[config.mk]
export PLATFORM = sky130hd
export DESIGN_NAME = pcs_link_ctrl
export DESIGN_NICKNAME = d
export VERILOG_FILES = /design/src/rtl/pcs_link_ctrl.sv
export SDC_FILE = /design/constraint.sdc
export NUM_CORES = 1
export LEC_CHECK = 0
export CAP_MARGIN = 25
export CORE_ASPECT_RATIO = 0.9
export CORE_MARGIN = 1.5
export CORE_UTILIZATION = 49
export DETAILED_ROUTE_END_ITERATION = 12
export HOLD_SLACK_MARGIN = 0.06
export PLACE_DENSITY = 0.8
export SYNTH_ARGS = -nofsm -noshare
export SYNTH_HDL_FRONTEND = slang
export SYNTH_SLANG_ARGS = --single-unit
[constraint.sdc]
create_clock -name GTX_CLK -period 1.9 [get_ports GTX_CLK]
set_input_delay 0.285 -clock GTX_CLK [delete_from_list [all_inputs] [get_ports GTX_CLK]]
set_output_delay 0.285 -clock GTX_CLK [all_outputs]
set_load 0.02 [all_outputs]
[src/rtl/pcs_link_ctrl.sv]
// PCS link controller: WAIT_SYNC -> CONFIG_TX -> IDLE_TX -> LINK_OK bring-up with timed phases.
// Optional link-drop counter enabled by defining PCS_LINK_CTRL_STATS_EN.
module pcs_link_ctrl #(
  parameter int unsigned LINK_TIMER_W      = 16,
  parameter int unsigned LINK_TIMER_CYCLES = 1000
) (
  input  logic       GTX_CLK,
  input  logic       mr_main_reset,
  input  logic       code_sync_status,
  input  logic       signal_detect,
  input  logic       mr_restart,
  input  logic       transmitting,
  output logic [2:0] xmit,
  output logic       link_ok,
  output logic [1:0] state
`ifdef PCS_LINK_CTRL_STATS_EN
  ,
  output logic [7:0] link_drops
`endif
);

  typedef enum logic [1:0] {
    WAIT_SYNC = 2'd0,
    CONFIG_TX = 2'd1,
    IDLE_TX   = 2'd2,
    LINK_OK   = 2'd3
  } state_e;

  localparam logic [LINK_TIMER_W-1:0] TIMER_LAST = LINK_TIMER_W'(LINK_TIMER_CYCLES - 1);

  localparam logic [2:0] XMIT_CONFIG = 3'b001;
  localparam logic [2:0] XMIT_IDLE   = 3'b010;
  localparam logic [2:0] XMIT_DATA   = 3'b100;

  state_e                  state_q, state_d;
  logic [LINK_TIMER_W-1:0] timer_q, timer_d;
  logic                    restart_pend_q, restart_pend_d;
  logic                    good;

  assign good = code_sync_status & signal_detect;

  always_ff @(posedge GTX_CLK or posedge mr_main_reset) begin
    if (mr_main_reset) begin
      state_q        <= WAIT_SYNC;
      timer_q        <= '0;
      restart_pend_q <= 1'b0;
    end else begin
      state_q        <= state_d;
      timer_q        <= timer_d;
      restart_pend_q <= restart_pend_d;
    end
  end

  always_comb begin
    state_d        = state_q;
    timer_d        = '0;
    restart_pend_d = 1'b0;
    case (state_q)
      WAIT_SYNC: begin
        if (!mr_restart && good) state_d = CONFIG_TX;
      end
      CONFIG_TX: begin
        if (mr_restart || !good)     state_d = WAIT_SYNC;
        else if (timer_q == TIMER_LAST) state_d = IDLE_TX;
        else                         timer_d = timer_q + 1'b1;
      end
      IDLE_TX: begin
        if (mr_restart || !good)     state_d = WAIT_SYNC;
        else if (timer_q == TIMER_LAST) state_d = LINK_OK;
        else                         timer_d = timer_q + 1'b1;
      end
      LINK_OK: begin
        // A restart seen mid-packet is remembered and honoured once transmitting drops.
        if (!good)
          state_d = WAIT_SYNC;
        else if ((mr_restart || restart_pend_q) && !transmitting)
          state_d = WAIT_SYNC;
        else
          restart_pend_d = restart_pend_q | mr_restart;
      end
      default: state_d = WAIT_SYNC;
    endcase
  end

  always_comb begin
    xmit    = XMIT_CONFIG;
    link_ok = 1'b0;
    state   = state_q;
    case (state_q)
      IDLE_TX: xmit = XMIT_IDLE;
      LINK_OK: begin
        xmit    = XMIT_DATA;
        link_ok = 1'b1;
      end
      default: xmit = XMIT_CONFIG;
    endcase
  end

`ifdef PCS_LINK_CTRL_STATS_EN
  logic [7:0] link_drops_q, link_drops_d;

  always_comb begin
    link_drops_d = link_drops_q;
    if (state_q == LINK_OK && state_d == WAIT_SYNC && link_drops_q != 8'hFF)
      link_drops_d = link_drops_q + 8'd1;
  end

  always_ff @(posedge GTX_CLK or posedge mr_main_reset) begin
    if (mr_main_reset) link_drops_q <= '0;
    else               link_drops_q <= link_drops_d;
  end

  assign link_drops = link_drops_q;
`endif

endmodule

# Yosys cells after proc, flatten, opt, wreduce, memory -nomap -nowiden
# Index checks and enable logic that the tools add are counted.
[classes]
n_addsub = 1
n_eq_ne = 8
n_mux = 16
bitwise_logic = 2
n_reduce_logical = 10
[ops]
columns = ["operator", "count"]
rows = [
  ["$mux W16", 3],
  ["$add A16 B1 Y16 const B", 1],
  ["$eq A16 B10 Y1 const B", 1],
  ["$mux W2", 7],
  ["$ne A3 B3 Y1 const B", 3],
  ["$pmux W2 S4", 1],
  ["$pmux W3 S2", 1],
  ["$eq A2 B2 Y1 const B", 2],
  ["$mux W1", 4],
  ["$reduce_and A4 Y1", 1],
  ["$logic_not A1 Y1", 3],
  ["$eq A2 B1 Y1 const B", 1],
  ["$logic_and A1 B1 Y1", 2],
  ["$logic_not A2 Y1", 1],
  ["$logic_or A1 B1 Y1", 2],
  ["$ne A2 B2 Y1 const B", 1],
  ["$reduce_or A2 Y1", 1],
  ["$and A1 B1 Y1", 1],
  ["$or A1 B1 Y1", 1],
]
[totals]
regBits = 19
in_bits = 6
word_cells = 40

# Longest topological paths before layout
[depth]
ltp_word = 5
ltp_mapped = 6
mapped_depth_nobuf = 6

# Worst setup path before layout
# OpenSTA, ideal clock, no wires.
[synth_path]
kind = "register -> register"
start = "reg timer_q[12]"
end = "reg timer_q[13]"
setup_ps = 119
arrival_ps = 1751
setup_slack_ps = 31
path_stages_with_launch = 6
n_path_buf = 1
synth_period_minus_slack_ps = 1869
cell_sequence = "dfrtp_1 -> or4_1 -> or4_4 -> nand3_2 -> buf_4 -> nor2_1"
[synth_between]
elab_chain_cells = 4
word_cells_on_any_way = 5
classes_between = "1 x add/sub; 1 x eq/ne; 3 x mux"
[synth_rtl]
columns = ["element", "line_no", "source"]
rows = [
  ["start: declaration", "36", "logic [LINK_TIMER_W-1:0] timer_q, timer_d;"],
  ["start signal: assignment", "49", "timer_q <= timer_d;"],
  ["$add A16 B1 Y16 or $eq A16 B10 Y1 (tied branches)", "n/a", ""],
  ["$mux W16 (*)", "64, 69", ""],
  ["$mux W16 (*)", "68", "if (mr_restart || !good) state_d = WAIT_SYNC;"],
  ["$mux W16 (*)", "n/a", ""],
  ["net timer_d[13]", "36", ""],
]
# The timed path passes the listed nets; every way through them passes the cells marked *.
# A chain may end at the register's enable or synchronous reset.

# Worst setup path in the final report
[layout_path]
start = "reg timer_q[11]"
end = "reg state_q[1] (netlist: state[1])"
[layout_between]
elab_chain_cells = 3
word_cells_on_any_way = 4
classes_between = "3 x eq/ne; 1 x reduce/logical"
[layout_rtl]
columns = ["element", "line_no", "source"]
rows = [
  ["$eq A16 B10 Y1 (*)", "64, 69", ""],
  ["$ne A3 B3 Y1 (no line)", "n/a", ""],
  ["$reduce_and A4 Y1 (no line) (*)", "n/a", ""],
  ["end signal: assignment", "48", "state_q <= state_d;"],
  ["end: declaration", "35", "state_e state_q, state_d;"],
]
# Mark *: on every way between the ends. The rest lies on a longest branch, timed or not.

==> impl_metrics.xml <==
<?xml version="1.0" encoding="UTF-8"?>
<metrics>
  <group name="outcome">
    <metric name="outcome" unit="">finished with violations</metric>
    <metric name="failed_checks" unit="">setup timing</metric>
  </group>
  <group name="yosys">
    <metric name="yosysTopAreaCellShare" unit="">0.4476</metric>
    <metric name="synth_area_per_cell" unit="sq um">9.836</metric>
    <metric name="synth_area_leader_cell" unit="">dfrtp_1</metric>
    <metric name="synth_area" unit="sq um">1062</metric>
    <metric name="ys_dominant_reg_cell" unit="">dfrtp_1</metric>
    <metric name="mappedNetlistNets" unit="">121</metric>
    <metric name="synth-seq-area-share" unit="">0.4476</metric>
    <metric name="number_of_synthesized_flops_with_an_enable_pin" unit="">0</metric>
    <metric name="synthesis.instances" unit="">108</metric>
    <metric name="synthArstFlopShare" unit="">1.000</metric>
    <metric name="cell_variety_after_synth" unit="">27</metric>
    <metric name="synth_area_leaders" unit="">dfrtp_1, xnor2_1, ha_1, nor2_1, nand4_1</metric>
    <metric name="number_of_flip_flops_and_latches_in_the_synthesized_netlist" unit="">19</metric>
    <metric name="yosysWarningCount" unit="">0</metric>
  </group>
  <group name="critical_path">
    <metric name="critical_path_required" unit="ns">2.14</metric>
    <metric name="criticalPathCategory" unit="">flop to flop</metric>
    <metric name="critPathCaptureType" unit="">flop</metric>
    <metric name="critPathArrivalTime" unit="ns">2.15</metric>
    <metric name="ff2ff_setup_slack" unit="ns">-0.01</metric>
    <metric name="cp_max_fo" unit="">3</metric>
    <metric name="timing.reg2reg.worst_path_depth" unit="">4</metric>
    <metric name="cp-start-kind" unit="">flop</metric>
    <metric name="reg2reg_to" unit="">state[1]</metric>
    <metric name="crit_start" unit="">timer_q[11]</metric>
    <metric name="worst_r2r_startpoint" unit="">timer_q[11]</metric>
  </group>
  <group name="global_route">
    <metric name="global_route_wire_length_before_repair" unit="um">3187</metric>
    <metric name="grt_util_all_layers" unit="">0.1787</metric>
    <metric name="grt_start_max_net_pins" unit="">20</metric>
    <metric name="grt_antenna_before_repair" unit="">0</metric>
    <metric name="number_of_global_route_vias_before_repair" unit="">740</metric>
    <metric name="gr-total-overflow" unit="">0</metric>
  </group>
  <group name="placement">
    <metric name="io_buffer_count" unit="">11</metric>
    <metric name="dpl_worst_slack" unit="ns">0.004468</metric>
    <metric name="routabilityCongestion" unit="">0.9081</metric>
    <metric name="dp_hpwl" unit="um">1395</metric>
    <metric name="placed_cells" unit="">149</metric>
  </group>
  <group name="run">
    <metric name="drv.max_cap_violation_count" unit="">0</metric>
  </group>
  <group name="cells_and_area">
    <metric name="layout-drive-gt1-share" unit="">0.1473</metric>
    <metric name="number_of_antenna_diodes" unit="">0</metric>
    <metric name="n_fill_cell" unit="">165</metric>
    <metric name="finish.cell_count_without_fillers" unit="">154</metric>
    <metric name="seqCellArea" unit="sq um">475.5</metric>
    <metric name="area_growth_syn_to_layout" unit="%">22.61</metric>
    <metric name="design.final.nets" unit="">143</metric>
    <metric name="multi_input_gate_area" unit="sq um">561.8</metric>
    <metric name="postLayoutCoreUtil" unit="">0.6610</metric>
  </group>
  <group name="power_and_ir_drop">
    <metric name="vdd.ir_drop.worst" unit="mV">0.4425</metric>
    <metric name="powerDensity" unit="nW/um^2">639.2</metric>
    <metric name="total_leakage_power" unit="nW">0.5910</metric>
  </group>
  <group name="routing">
    <metric name="detail_route.iter0.violations" unit="">15</metric>
    <metric name="drt.antenna.violating_nets" unit="">0</metric>
    <metric name="initial_drt_pass_iterations" unit="">4</metric>
    <metric name="dr_total_vias" unit="">828</metric>
    <metric name="post-route-drc-count" unit="">0</metric>
    <metric name="vias_per_cell" unit="">5.377</metric>
    <metric name="drt-total-wl" unit="um">1888</metric>
    <metric name="average_detailed_routed_wire_length_per_instance" unit="um">12.26</metric>
  </group>
  <group name="cts">
    <metric name="tritoncts" unit="">yes</metric>
    <metric name="cts-hold-fix-buffers" unit="">0</metric>
    <metric name="cts-root-to-sink-buffers" unit="">2</metric>
    <metric name="clock_latency_on_the_worst_skew_pair" unit="ns">0.30</metric>
    <metric name="cts.clk_slew.worst_paths" unit="ns">0.11</metric>
    <metric name="cts_buffers" unit="">3</metric>
    <metric name="clock_sink_count" unit="">19</metric>
    <metric name="cts_max_level" unit="">1</metric>
    <metric name="clockRootBuffer" unit="">clkbuf_4</metric>
  </group>
  <group name="floorplanning">
    <metric name="die_w" unit="um">52.08</metric>
    <metric name="coreArea" unit="sq um">1971</metric>
    <metric name="die_y" unit="um">47.17</metric>
    <metric name="starting_density_of_the_core" unit="">0.5390</metric>
    <metric name="fp-row-count" unit="">15</metric>
    <metric name="floorplan.die_area" unit="sq um">2457</metric>
    <metric name="ios" unit="">12</metric>
  </group>
  <group name="sta">
    <metric name="grt_setup_unrepaired" unit="">true</metric>
    <metric name="finClkSkew" unit="ns">0.007478</metric>
    <metric name="report.final.hold_viol_count" unit="">0</metric>
    <metric name="report.final.setup_viol" unit="">1</metric>
    <metric name="worst_slack" unit="ns">-0.01094</metric>
    <metric name="worstMarginPinSlew" unit="ns">0.4149</metric>
    <metric name="max_slew_margin" unit="">0.7234</metric>
    <metric name="upper_clock_frequency_limit" unit="MHz">523.3</metric>
    <metric name="finalWorstPathRequiredPeriod" unit="ns">1.911</metric>
    <metric name="drv_slew" unit="">0</metric>
    <metric name="min_period_over_period" unit="">1.006</metric>
  </group>
  <group name="worst_hold_path">
    <metric name="timing.hold.worst.class" unit="">input port to async pin</metric>
  </group>
</metrics>
==> cell usage after synthesis (2+ instances only) <==
master	number
buf_4	2
dfrtp_1	19
ha_1	7
inv_1	8
nand2_1	3
nand3_1	5
nand4_1	6
nor2_1	20
nor3_1	5
nor4_1	3
or4_1	2
xnor2_1	12
xor2_1	2
==> cell usage in the layout (no fill, tap or decap), types with 2 or more instances in the layout <==
master,n
nor2_1,20
dfrtp_1,19
xnor2_1,12
buf_4,9
inv_1,8
ha_1,7
clkdlybuf4s50_1,7
nand4_1,6
nand3_1,5
nor3_1,5
nand2_1,3
nor4_1,3
clkbuf_4,3
or4_1,2
xor2_1,2
dlymetal6s2s_1,2
==> cells by family (layout without fill, tap and decap cells) <==
logic type	Yosys count	after routing	synth area share
AND/OR/NAND/NOR	49	49	0.2438
flip-flops	19	19	0.4476
XOR/XNOR	14	14	0.1154
buffers and inverters	11	32	0.04593
adder cells (fa/ha/maj)	7	7	0.08245
AO/OA/AOI/OAI	7	7	0.05536
multiplexers	1	1	0.009423
==> stage by stage <==
stage	area (sq um)	total power [W]	hold slack, ns	TNS [ns]
2_1_floorplan	1062	0.0005590	0.2361	0
3_3_place_gp	1245	0.0006093	0.4780	0
3_5_place_dp	1245	0.0006184	0.4883	0
4_1_cts	1270	0.0008140	0.3009	-0.05385
5_1_grt	1303	0.0008758	0.3223	-0.1387
6_report	1303	0.0008326	0.2891	-0.01094
==> layout make-up <==
type	instances	share of cell area
multi-input cells	78	0.4313
clock inverters	1	0.003842
well taps	25	0.02402
clock buffers	3	0.01729
inverters	8	0.02305
flip-flops and latches	19	0.3650
repair buffers	20	0.1354
==> layer usage <==
| metal | wire [um] | vias up | share of wire | global-route usage |
|---|---|---|---|---|
| li1 | - | 411 | - | - |
| met5 | 0 | - | 0 | 0 |
| met3 | 65 | 5 | 0.034 | 0.02866 |
| met1 | 884 | 398 | 0.47 | 0.2233 |
| met4 | 29 | 0 | 0.015 | 0.06316 |
| met2 | 909 | 14 | 0.48 | 0.3190 |
==> worst max-delay path by stage <==
stage,endpoint,slack [ns],cells past startpoint
2_1_floorplan,timer_q[13],0.03,5
3_3_place_gp,timer_q[5],0.04,4
3_5_place_dp,timer_q[8],0.004,4
4_1_cts,timer_q[8],-0.01,4
5_1_grt,state[1],-0.08,4
6_report,state[1],-0.01,4
==> where the power goes <==
part / leakage, nW / switching [W] / internal, W
Combinational: 0.310 / 0.000120 / 0.0000811
Sequential: 0.263 / 0.0000134 / 0.000418
Clock: 0.0177 / 0.000122 / 0.0000784
==> sequential cells by signal, indices dropped and copies added, names as in the netlist <==
register and flops:
restart_pend_q 1, state 2, timer_q 16
==> worst max-delay path: stages (launching register included) <==
cell and delay (ns):
dfrtp_1 0.40, or4_1 0.51, or4_4 0.55, nor4b_4 0.25, o21bai_2 0.14
==> what timing repair did <==
| item | in CTS | in global routing |
|---|---|---|
| buffers inserted | 0 | 1 |
| cloned | 0 | 0 |
| gates resized for setup | 2 | 7 |
| endpoints found under the setup margin | 10 | 21 |
| pin swaps | 0 | 2 |
Note: power is estimated with default switching activity, not from simulation.
